File: src/rtl/seq_gen_pkg.sv
// rtl/seq_gen_pkg.sv - shared types, constants and helpers for the sequence generator
package seq_gen_pkg;

  typedef enum logic [1:0] {
    MODE_UP   = 2'd0,
    MODE_DOWN = 2'd1,
    MODE_GRAY = 2'd2,
    MODE_LFSR = 2'd3
  } seq_mode_e;

  // LFSR restarts here after lockup; reaching it again marks a new period
  localparam int unsigned LFSR_SEED = 1;

  // Maximal-length Fibonacci tap masks (bit n-1 is always a tap) for widths 3..16
  function automatic logic [15:0] lfsr_taps(input int width);
    logic [15:0] taps;
    case (width)
      3:       taps = 16'h0006;
      4:       taps = 16'h000C;
      5:       taps = 16'h0014;
      6:       taps = 16'h0030;
      7:       taps = 16'h0060;
      8:       taps = 16'h00B8;
      9:       taps = 16'h0110;
      10:      taps = 16'h0240;
      11:      taps = 16'h0500;
      12:      taps = 16'h0829;
      13:      taps = 16'h100D;
      14:      taps = 16'h2015;
      15:      taps = 16'h6000;
      16:      taps = 16'hD008;
      default: taps = 16'h000C;
    endcase
    return taps;
  endfunction

  function automatic logic [15:0] bin2gray(input logic [15:0] b);
    return b ^ (b >> 1);
  endfunction

endpackage

File: src/rtl/seq_gen_step.sv
// rtl/seq_gen_step.sv - combinational next-state and wrap computation for one sequence step
module seq_gen_step
  import seq_gen_pkg::*;
#(
  parameter int WIDTH = 4
) (
  input  logic [WIDTH-1:0] state_i,
  input  seq_mode_e        mode_i,
  input  logic [WIDTH-1:0] lo_i,
  input  logic [WIDTH-1:0] hi_i,
  output logic [WIDTH-1:0] next_o,
  output logic             wrap_o
);

  localparam logic [15:0]      TAPS_FULL = lfsr_taps(WIDTH);
  localparam logic [WIDTH-1:0] TAPS      = TAPS_FULL[WIDTH-1:0];
  localparam logic [WIDTH-1:0] SEED      = WIDTH'(LFSR_SEED);

  logic [WIDTH-1:0] lfsr_shift;
  assign lfsr_shift = {state_i[WIDTH-2:0], ^(state_i & TAPS)};

  // Bounded counting for UP/GRAY/DOWN; lo>hi simply pins at the restart bound
  always_comb begin
    next_o = state_i;
    wrap_o = 1'b0;
    case (mode_i)
      MODE_UP, MODE_GRAY: begin
        if (state_i >= hi_i) begin
          next_o = lo_i;
          wrap_o = 1'b1;
        end else begin
          next_o = state_i + WIDTH'(1);
        end
      end
      MODE_DOWN: begin
        if (state_i <= lo_i) begin
          next_o = hi_i;
          wrap_o = 1'b1;
        end else begin
          next_o = state_i - WIDTH'(1);
        end
      end
      MODE_LFSR: begin
        if (state_i == '0) begin
          next_o = SEED;
        end else begin
          next_o = lfsr_shift;
          wrap_o = (lfsr_shift == SEED);
        end
      end
      default: begin
        next_o = state_i;
        wrap_o = 1'b0;
      end
    endcase
  end

endmodule

File: src/rtl/seq_gen_multi.sv
// rtl/seq_gen_multi.sv - multi-mode bounded sequence generator with wrap pulse and period counter
module seq_gen_multi
  import seq_gen_pkg::*;
#(
  parameter int               WIDTH     = 4,
  parameter int               CNT_W     = 8,
  parameter logic [WIDTH-1:0] RESET_VAL = '0
) (
  input  logic             clk,
  input  logic             rst_n,
  input  logic             en,
  input  logic [1:0]       mode,
  input  logic             load,
  input  logic [WIDTH-1:0] load_val,
  input  logic [WIDTH-1:0] lo,
  input  logic [WIDTH-1:0] hi,
  output logic [WIDTH-1:0] out,
  output logic             wrap,
  output logic [CNT_W-1:0] period_cnt
);

  logic [WIDTH-1:0] state_q, state_d;
  logic [WIDTH-1:0] out_q, out_d;
  logic             wrap_q, wrap_d;
  logic [CNT_W-1:0] cnt_q, cnt_d;
  logic [WIDTH-1:0] step_next;
  logic             step_wrap;
  seq_mode_e        mode_e;

  assign mode_e = seq_mode_e'(mode);

  // Output encoding is chosen by the mode on the edge that updates state
  function automatic logic [WIDTH-1:0] encode(input logic [WIDTH-1:0] v, input seq_mode_e m);
    logic [15:0] g;
    g = bin2gray(16'(v));
    return (m == MODE_GRAY) ? g[WIDTH-1:0] : v;
  endfunction

  seq_gen_step #(.WIDTH(WIDTH)) u_step (
    .state_i (state_q),
    .mode_i  (mode_e),
    .lo_i    (lo),
    .hi_i    (hi),
    .next_o  (step_next),
    .wrap_o  (step_wrap)
  );

  // Load beats enable; hold keeps everything except the wrap pulse
  always_comb begin
    state_d = state_q;
    out_d   = out_q;
    wrap_d  = 1'b0;
    cnt_d   = cnt_q;
    if (load) begin
      state_d = load_val;
      out_d   = encode(load_val, mode_e);
      cnt_d   = '0;
    end else if (en) begin
      state_d = step_next;
      out_d   = encode(step_next, mode_e);
      wrap_d  = step_wrap;
      if (step_wrap && (cnt_q != {CNT_W{1'b1}})) begin
        cnt_d = cnt_q + CNT_W'(1);
      end
    end
  end

  // State, output and counter registers with synchronous reset
  always_ff @(posedge clk) begin
    if (!rst_n) begin
      state_q <= RESET_VAL;
      out_q   <= RESET_VAL;
      wrap_q  <= 1'b0;
      cnt_q   <= '0;
    end else begin
      state_q <= state_d;
      out_q   <= out_d;
      wrap_q  <= wrap_d;
      cnt_q   <= cnt_d;
    end
  end

  assign out        = out_q;
  assign wrap       = wrap_q;
  assign period_cnt = cnt_q;

endmodule

File: config.mk
export PLATFORM = sky130hd
export DESIGN_NAME = seq_gen_multi
export DESIGN_NICKNAME = d
export VERILOG_FILES = /design/src/rtl/seq_gen_pkg.sv /design/src/rtl/seq_gen_step.sv /design/src/rtl/seq_gen_multi.sv
export SDC_FILE = /design/constraint.sdc
export NUM_CORES = 1
export LEC_CHECK = 0
export BUFFER_PORTS_ARGS = -buffer_cell sky130_fd_sc_hd__buf_2
export CORE_MARGIN = 5
export CORE_UTILIZATION = 49
export DETAILED_ROUTE_END_ITERATION = 8
export HOLD_SLACK_MARGIN = 0.12
export PLACE_DENSITY_LB_ADDON = 0.05
export SYNTH_ARGS = -nofsm -noshare
export SYNTH_HDL_FRONTEND = slang
export SYNTH_SLANG_ARGS = --single-unit
export TNS_END_PERCENT = 10
File: constraint.sdc
create_clock -name clk -period 2.25 [get_ports clk]
set_input_delay 0.1125 -clock clk [delete_from_list [all_inputs] [get_ports clk]]
set_output_delay 0.1125 -clock clk [all_outputs]
set_load 0.02 [all_outputs]
==> out/metrics.cfg, run 1 <==
[detailed_routing]
vias_per_cell = 6.14
first_pass_iters = 4
ant_nets = 0
drc = 0
wirelength_mm = 4.19
vias = 1626
initialDrtViolationCount = 82
wire_per_inst_um = 15.8

[die]
die_x_um = 64.0
dieArea_um2 = 4090
rows = 19
coreArea_um2 = 2780
io_pins = 31
die_y_um = 64.0
floorplan.initialDensity = 0.513

[place]
port_buffers = 30
gp_congestion = 0.888
hpwl_mm = 3.22
dpl_cell_area_um2 = 1640

[pwr]
p_clk_frac = 0.226
p_sw_uw = 329
power_uw = 895
internal-power_uw = 567
p_leak_nw = 0.824
switching_share = 0.367
power_frac_seq = 0.342
power_density_nw_per_um2 = 495
peakVddDrop_mv = 0.320
combPwrFrac = 0.432

[job]
max_cap_violations = 0

[hold_path]
hold_class = primary input to register
min_from = load_val[3]

[layout]
seqCellArea_um2 = 324
areaGrowthSynthToFinish_pct = 26.7
antenna_cells = 0
layout-drive-gt1-share = 0.278
layout.nets = 265
final_cell_area_um2 = 1810
multi_input_area_um2 = 1070
fillers = 258

[timing]
setup_violations = 0
fin_crit_sh = 0.970
tightestPinTransition_ns = 0.392
relSlewSlack = 0.737
rsz0062_at_grt = true
fin_crit_ns = 2.18
hold_viol_final = 0
finalMaxSlewViolations = 0
finClkSkew_ns = 0.00878
fmax_mhz = 458

[setup_path]
crit_type = register to register
cp-start-kind = register
worstPathMaxFanout = 7
end_kind = register
crit_start = state_q[1]$_SDFFE_PN0P_
critPathSlowestCell = or4_4
crit_buf_inv = 0
r2r-start = state_q[1]$_SDFFE_PN0P_
cpPeakStageDelay_ns = 0.51
cp.required_ns = 2.48
cp_data_arrival_time_ns = 2.42
critPathTopFamily = compound AO/OA/AOI/OAI gates
worstPathCellList = ha_4 -> nor2b_2 -> o211ai_2 -> a21boi_2 -> o221a_4 -> or4_4 -> a21oi_1

[synth]
yosysUniqueCellTypes = 52
async_flop_share = 0
synth_area_um2 = 1430
syn_nets = 218
yosysWarnings = 0
netlist_instances = 188
syn_area_per_cell_um2 = 7.59
ys_ff_latch = 16
ys.flop_type = dfxtp_1
yosysSeqAreaShare = 0.224
synth-edff-count = 0

[global_route]
antenna_found_initial = 0
track_usage = 0.198
grt_overflow_total = 0
first_global_vias = 1484
grt_start_max_net_pins = 17
grt_pass1_wl_mm = 6.73

[clocking]
cts_tree = yes
clkLatencyLatePin_ns = 0.29
cts_num_sinks = 16
clk_pin_slew_ns = 0.11
clockRootBuffer = clkbuf_4
cts_buffer_depth = 2
htree_levels = 1
cts_buffers = 3

[status]
outcome = completed

## flip-flops by register name, indices dropped and copies added, names as in the netlist
signal	flops
out	3
state_q	4
period_cnt	8
wrap	1
## through the flow
stage | worst slack, ns | cells | hold slack, ns | TNS, ns | utilization
after global routing | -0.0246 | 265 | 0.141 | -0.0854 | 0.650
after CTS | 0.00463 | 256 | 0.148 | 0 | 0.610
final | 0.0666 | 265 | 0.148 | 0 | 0.650
after floorplan | 0.105 | 188 | 0.251 | 0 | -
after detailed placement | -0.000811 | 250 | 0.405 | -0.000811 | 0.589
after global placement | 0.0774 | 250 | 0.399 | 0 | 0.589
## layout by cell type, fill, tap and decap left out, types with 3 or more instances in the layout
| cell type | n |
|---|---|
| a21oi_1 | 15 |
| and2_1 | 3 |
| and3_1 | 5 |
| buf_2 | 30 |
| buf_4 | 15 |
| clkbuf_4 | 3 |
| dfxtp_1 | 15 |
| ha_1 | 11 |
| inv_1 | 16 |
| mux2i_1 | 3 |
| nand2_1 | 15 |
| nand3_1 | 12 |
| nand4_1 | 3 |
| nor2_1 | 6 |
| nor2b_1 | 3 |
| nor3_1 | 7 |
| o21ai_0 | 14 |
| o311ai_0 | 3 |
| or3_1 | 6 |
## layout make-up
type	instances	share of cell area
clock buffer	4	0.0201
timing repair buffer	47	0.156
multi-input combinational	151	0.590
sequential	16	0.179
inverter	16	0.0332
tap	31	0.0214
## worst paths after layout
| path | cells after the start | endpoint | slack (ns) |
|---|---|---|---|
| hold / removal | 2 | state_q[3]$_SDFFE_PN0P_ | 0.15 |
| setup reg to reg | 7 | period_cnt[5]$_SDFFE_PP0P_ | 0.07 |
| setup / recovery | 7 | period_cnt[5]$_SDFFE_PP0P_ | 0.07 |
| hold reg to reg | 2 | period_cnt[1]$_SDFFE_PP0P_ | 0.51 |
## layer usage
metal / routed length, um / GRT usage / vias to the layer above
met3: 214 / 0.0228 / 4
met2: 2160 / 0.356 / 52
li1: - / - / 805
met4: 59 / 0.0468 / 0
met5: 0 / 0 / -
met1: 1750 / 0.251 / 765
## timing repair
action | 4_1_cts | 5_1_grt
hold endpoints to repair | 2 | 0
setup endpoints to repair | 1 | 7
resized for setup | 1 | 12
buffers inserted | 0 | 9
hold buffers | 2 | 0
pin swaps | 0 | 8
## cells in the mapped netlist, drive strengths merged (3+ instances only)
library cell,number,share of area
a21oi,16,0.056
dfxtp,16,0.22
inv,16,0.042
nand2,15,0.039
o21ai,15,0.055
ha,12,0.11
nand3,12,0.042
nor2,7,0.018
nor3,7,0.025
or3,6,0.026
and3,5,0.022
nand4,4,0.022
nor2b,4,0.018
and2,3,0.013
clkbuf,3,0.0079
mux2i,3,0.021
o211ai,3,0.019
o311ai,3,0.018
## power by group through the flow
stage / clock network (mW) / logic [mW] / registers [mW]
2_1_floorplan: 0 / 0.212 / 0.324
3_3_place_gp: 0 / 0.317 / 0.311
3_5_place_dp: 0 / 0.323 / 0.312
4_1_cts: 0.204 / 0.329 / 0.305
5_1_grt: 0.223 / 0.426 / 0.308
6_report: 0.203 / 0.387 / 0.306
## logic make-up (layout without fill, tap and decap cells)
group / Yosys count / in the layout / share of synthesized area
fa+ha+maj: 12 / 12 / 0.105
xor+xnor: 4 / 4 / 0.0245
mux: 3 / 3 / 0.0210
simple gates: 71 / 71 / 0.265
buf+inv: 21 / 67 / 0.0587
flops: 16 / 16 / 0.224
compound gates: 61 / 61 / 0.302
(Power assumes the default switching activity.)
==> inputs of run 2 (changes only) <==
--- a/config.mk
+++ b/config.mk
@@ -5,7 +5,8 @@
 export SDC_FILE = /design/constraint.sdc
 export NUM_CORES = 1
 export LEC_CHECK = 0
-export BUFFER_PORTS_ARGS = -buffer_cell sky130_fd_sc_hd__buf_2
+export BUFFER_PORTS_ARGS = -buffer_cell sky130_fd_sc_hd__buf_4
+export CORE_ASPECT_RATIO = 1.25
 export CORE_MARGIN = 5
 export CORE_UTILIZATION = 49
 export DETAILED_ROUTE_END_ITERATION = 8
==> run 2 against run 1 <==
Net effect: fmax down 2.3%; critical path depth did not move; clock power about the same; final cell count did not move; setup slack got worse by 0.052 ns; combinational power is 3% lower; sequential share of layout area down 0.59 points; critical endpoint unchanged.
==> out/metrics.cfg, run 2 (same netlist as run 1, synthesis figures left out) <==
[detailed_routing]
ant_nets = 0
drc = 0
vias_per_cell = 6.30
wirelength_mm = 4.35
initialDrtViolationCount = 77
wire_per_inst_um = 16.4
first_pass_iters = 7
vias = 1669

[clocking]
clk_pin_slew_ns = 0.12
cts_tree = yes
cts_num_sinks = 16
clockRootBuffer = clkbuf_4
htree_levels = 1
cts_buffer_depth = 2
cts_buffers = 3
clkLatencyLatePin_ns = 0.30

[place]
dp.cells = 257
gp_congestion = 0.951
hpwl_mm = 3.43
post-place-ws_ns = 0.0298
port_buffers = 30
dpl_cell_area_um2 = 1730

[layout]
final_cell_area_um2 = 1850
final_common_cell = buf_4
areaGrowthSynthToFinish_pct = 29.5
layout.nets = 260
largest_reg_flops = 8
fin_cells = 265
antenna_cells = 0
final_cell_mix = buf_4 (38), inv_1 (16), dfxtp_1 (16), a21oi_1 (15), nand2_1 (15)
layout-drive-gt1-share = 0.245

[timing]
fmax_mhz = 447
hold_viol_final = 0
fin_ws_ns = 0.0149
finClkSkew_ns = 0.0157
rsz0062_at_grt = true
setup_violations = 0
fin_crit_ns = 2.24
fin_crit_sh = 0.993
tightestPinTransition_ns = 0.443
finalMaxSlewViolations = 0
hold_ws_ns = 0.127
relSlewSlack = 0.703

[pwr]
peakVddDrop_mv = 0.300
p_leak_nw = 0.820
power_density_nw_per_um2 = 478

[global_route]
grt_overflow_total = 0
grt_start_max_net_pins = 17
antenna_found_initial = 0
first_global_vias = 1594
grt_pass1_wl_mm = 6.83
track_usage = 0.209

[status]
outcome = completed

[die]
die_y_um = 70.4
floorplan.initialDensity = 0.499
io_pins = 31
rows = 22
die_x_um = 58.3
dieArea_um2 = 4100
coreArea_um2 = 2860

[setup_path]
reg2reg_depth = 7
worstPathMaxFanout = 16
cp.required_ns = 2.49
r2r-start = state_q[1]$_SDFFE_PN0P_
rrSetupSlack_ns = 0.01
crit_type = register to register
rr_endpoint = period_cnt[5]$_SDFFE_PP0P_
cp_data_arrival_time_ns = 2.47
cp-start-kind = register
end_kind = register

[hold_path]
min_to = state_q[0]$_SDFFE_PN0P_
min_from = load
hold_class = primary input to register
worstHoldPathCells = 3

[job]
max_cap_violations = 0

==> run 2: cell types whose count changed in the layout (fill, tap and decap cells not counted), moves of 2 or more <==
cell           before  now
nor3_2              0    2
dlygate4sd3_1       2    4
nor3_1              7    5
buf_4              15   38
buf_2              30    0
==> run 2: layer usage <==
| metal | GRT usage | part of all wire |
|---|---|---|
| met1 | 0.215 | 0.37 |
| met2 | 0.391 | 0.54 |
| met3 | 0.0351 | 0.052 |
| met4 | 0.0979 | 0.033 |
| met5 | 0 | 0 |
==> run 2: repair_timing <==
action | CTS | global route
endpoints found under the hold margin | 1 | 3
setup buffers | 0 | 0
hold buffers | 1 | 3
gates resized for setup | 0 | 8
setup endpoints to repair | 0 | 7
==> run 2: cell type report <==
cell class	instances	area, um^2
inverters	16	60.1
repair buffers	42	325
well taps	36	45.0
clock buffers	4	36.3
flip-flops and latches	16	320
fillers	254	1010
multi-input cells	151	1060
==> run 2: through the flow <==
stage          setup TNS, ns  total power [mW]   util
2_1_floorplan              0             0.536      -
3_3_place_gp               0             0.651  0.606
3_5_place_dp               0             0.658  0.606
4_1_cts                    0             0.856  0.622
5_1_grt               -0.121             0.935  0.646
6_report                   0             0.885  0.646
==> run 2: worst max-delay path by stage <==
stage                                       endpoint  slack (ns)               startpoint  cells past startpoint
final                     period_cnt[5]$_SDFFE_PP0P_        0.01  state_q[1]$_SDFFE_PN0P_                      7
after global routing      period_cnt[5]$_SDFFE_PP0P_       -0.06  state_q[1]$_SDFFE_PN0P_                      7
after CTS                        out[0]$_SDFFE_PN0P_       0.009  state_q[1]$_SDFFE_PN0P_                      7
after detailed placement         out[0]$_SDFFE_PN0P_        0.03  state_q[1]$_SDFFE_PN0P_                      7
after global placement       state_q[0]$_SDFFE_PN0P_        0.13  state_q[1]$_SDFFE_PN0P_                      7
after floorplan                  out[0]$_SDFFE_PN0P_        0.10  state_q[0]$_SDFFE_PN0P_                      7
==> run 2: critical path, cell delays in order, from the launching register on <==
cell and delay, ns:
dfxtp_1 0.34, ha_1 0.30, nor2b_1 0.15, o211ai_2 0.26
a21boi_2 0.13, o221a_4 0.34, or4_1 0.52, a21oi_1 0.15
==> run 2: report_power, final <==
group	internal (mW)	total, mW	switching (mW)
combinational	0.162	0.376	0.214
clock	0.0985	0.204	0.105
sequential	0.296	0.305	0.00891
==> inputs of run 3 (changes only) <==
--- a/config.mk
+++ b/config.mk
@@ -5,11 +5,11 @@
 export SDC_FILE = /design/constraint.sdc
 export NUM_CORES = 1
 export LEC_CHECK = 0
-export BUFFER_PORTS_ARGS = -buffer_cell sky130_fd_sc_hd__buf_4
 export CORE_ASPECT_RATIO = 1.25
 export CORE_MARGIN = 5
-export CORE_UTILIZATION = 49
+export CORE_UTILIZATION = 55
 export DETAILED_ROUTE_END_ITERATION = 8
+export DONT_BUFFER_PORTS = 1
 export HOLD_SLACK_MARGIN = 0.12
 export PLACE_DENSITY_LB_ADDON = 0.05
 export SYNTH_ARGS = -nofsm -noshare
==> run 3 against run 2 <==
Net effect: cell area fell by 4.5%; non-clock buffer count fell by 21; count of clock-buffer cells in the layout did not move; fmax fell by 0.60%; clock skew fell by 0.014 ns; total power fell by 0.65%; sequential power rose by 3%; via count fell by 4.7%; routed wire length fell by 2.1%; sequential share of layout area rose by 0.89 points; critical path type unchanged.
==> out/metrics.cfg, run 3 (same netlist as run 1, synthesis figures left out) <==
[pwr]
power_frac_seq = 0.359
power_uw = 879
p_leak_nw = 0.722
power_density_nw_per_um2 = 498
internal-power_uw = 556
combPwrFrac = 0.411
p_clk_frac = 0.230
peakVddDrop_mv = 0.287
switching_share = 0.368
p_sw_uw = 323

[timing]
tightestPinTransition_ns = 0.428
fin_crit_ns = 2.25
fin_crit_sh = 0.999
relSlewSlack = 0.711
setup_violations = 0
fin_ws_ns = 0.00137
finClkSkew_ns = 0.00173
hold_ws_ns = 0.126
hold_viol_final = 0
rsz0062_at_grt = true
finalMaxSlewViolations = 0
fmax_mhz = 445

[clocking]
cts_buffer_depth = 2
clockRootBuffer = clkbuf_4
cts_num_sinks = 16
htree_levels = 1
cts_tree = yes
clk_pin_slew_ns = 0.10
cts_buffers = 3
clkLatencyLatePin_ns = 0.29

[detailed_routing]
vias = 1591
met3_wirelength_um = 278
initialDrtViolationCount = 100
first_pass_iters = 6
wirelength_mm = 4.26
wl_met2_mm = 2.31
top_layer = met4
wl_met1_mm = 1.57
vias_per_cell = 6.60
wire_per_inst_um = 17.7
drc = 0
ant_nets = 0

[place]
gp_congestion = 0.959
port_buffers = 0
dpl_cell_area_um2 = 1510
hpwl_mm = 3.22
post-place-ws_ns = -0.0411

[setup_path]
cp.required_ns = 2.48
end_kind = register
crit_start = state_q[1]$_SDFFE_PN0P_
cp_data_arrival_time_ns = 2.48
reg2reg_depth = 8
cp-start-kind = register
r2r-start = state_q[1]$_SDFFE_PN0P_
rrSetupSlack_ns = 0.001
endpoint = state_q[0]$_SDFFE_PN0P_
worstPathMaxFanout = 4
rr_endpoint = state_q[0]$_SDFFE_PN0P_
crit_type = register to register

[die]
die_x_um = 55.6
rows = 20
coreArea_um2 = 2450
floorplan.initialDensity = 0.582
io_pins = 31
dieArea_um2 = 3720
die_y_um = 67.0

[global_route]
antenna_found_initial = 0
grt_overflow_total = 0
grt_start_max_net_pins = 10
first_global_vias = 1490
grt_pass1_wl_mm = 6.82
track_usage = 0.230

[layout]
fin_util = 0.720
areaGrowthSynthToFinish_pct = 23.7
antenna_cells = 0
largest_reg_flops = 8
final_cell_area_um2 = 1770
final_cell_mix = inv_1 (16), nand2_1 (15), dfxtp_1 (15), o21ai_0 (14)
layout.nets = 239
layout-drive-gt1-share = 0.202
final_common_cell = inv_1

[status]
outcome = completed

[hold_path]
hold_class = primary input to register

[job]
max_cap_violations = 0

run 3: cell types whose count changed in the layout (fill, tap and decap cells not counted), sizes merged:
cell and change:
buf -25, dlygate4sd3 +4
run 3: routing by layer:
| layer | up-vias | track usage |
|---|---|---|
| met1 | 765 | 0.233 |
| li1 | 754 | - |
| met2 | 59 | 0.451 |
| met3 | 13 | 0.0543 |
| met5 | - | 0 |
| met4 | 0 | 0.0912 |
run 3: area by class of cell:
cell class              instances  area (um^2)
flip-flops and latches         16          322
fillers                       214          687
clock buffers                   4         36.3
inverters                      16         60.1
well taps                      33         41.3
repair buffers                 21          181
multi-input cells             151         1120
run 3: metrics by stage:
step	cells	setup TNS (ns)
final	241	0
after global routing	241	-0.270
after CTS	237	0
after detailed placement	225	-0.0411
after global placement	225	0
after floorplan	188	0
run 3: worst max-delay path: stages, from the launching register on:
cell and delay, ns:
dfxtp_2 0.34, ha_1 0.29, nor2b_1 0.15, o211ai_2 0.29
buf_4 0.18, o22ai_1 0.07, o32a_1 0.35, a311o_1 0.38
a21boi_1 0.14
run 3: how the worst min path moves through the flow:
stage | start | to | slack [ns] | cells past startpoint
after floorplan | load_val[2] | state_q[2]$_SDFFE_PN0P_ | 0.25 | 2
after global placement | load | state_q[2]$_SDFFE_PN0P_ | 0.27 | 2
after detailed placement | load | state_q[0]$_SDFFE_PN0P_ | 0.26 | 2
after CTS | load | out[2]$_SDFFE_PN0P_ | 0.12 | 3
after global routing | en | state_q[0]$_SDFFE_PN0P_ | 0.13 | 3
final | en | state_q[0]$_SDFFE_PN0P_ | 0.13 | 3
run 3: power by group through the flow:
stage                     Clock [mW]  Combinational (mW)  Sequential (mW)
final                          0.203               0.361            0.315
after global routing           0.227               0.393            0.318
after CTS                      0.205               0.309            0.315
after detailed placement           0               0.288            0.322
after global placement             0               0.279            0.321
after floorplan                    0               0.212            0.324
run 3: what timing repair did:
item                                   CTS  global route
setup endpoints to repair                6            10
setup buffers                            0             4
endpoints found under the hold margin   15             0
hold buffers                             8             0
pin swaps                                0             9
gates resized for setup                  3            19
gates cloned                             0             0
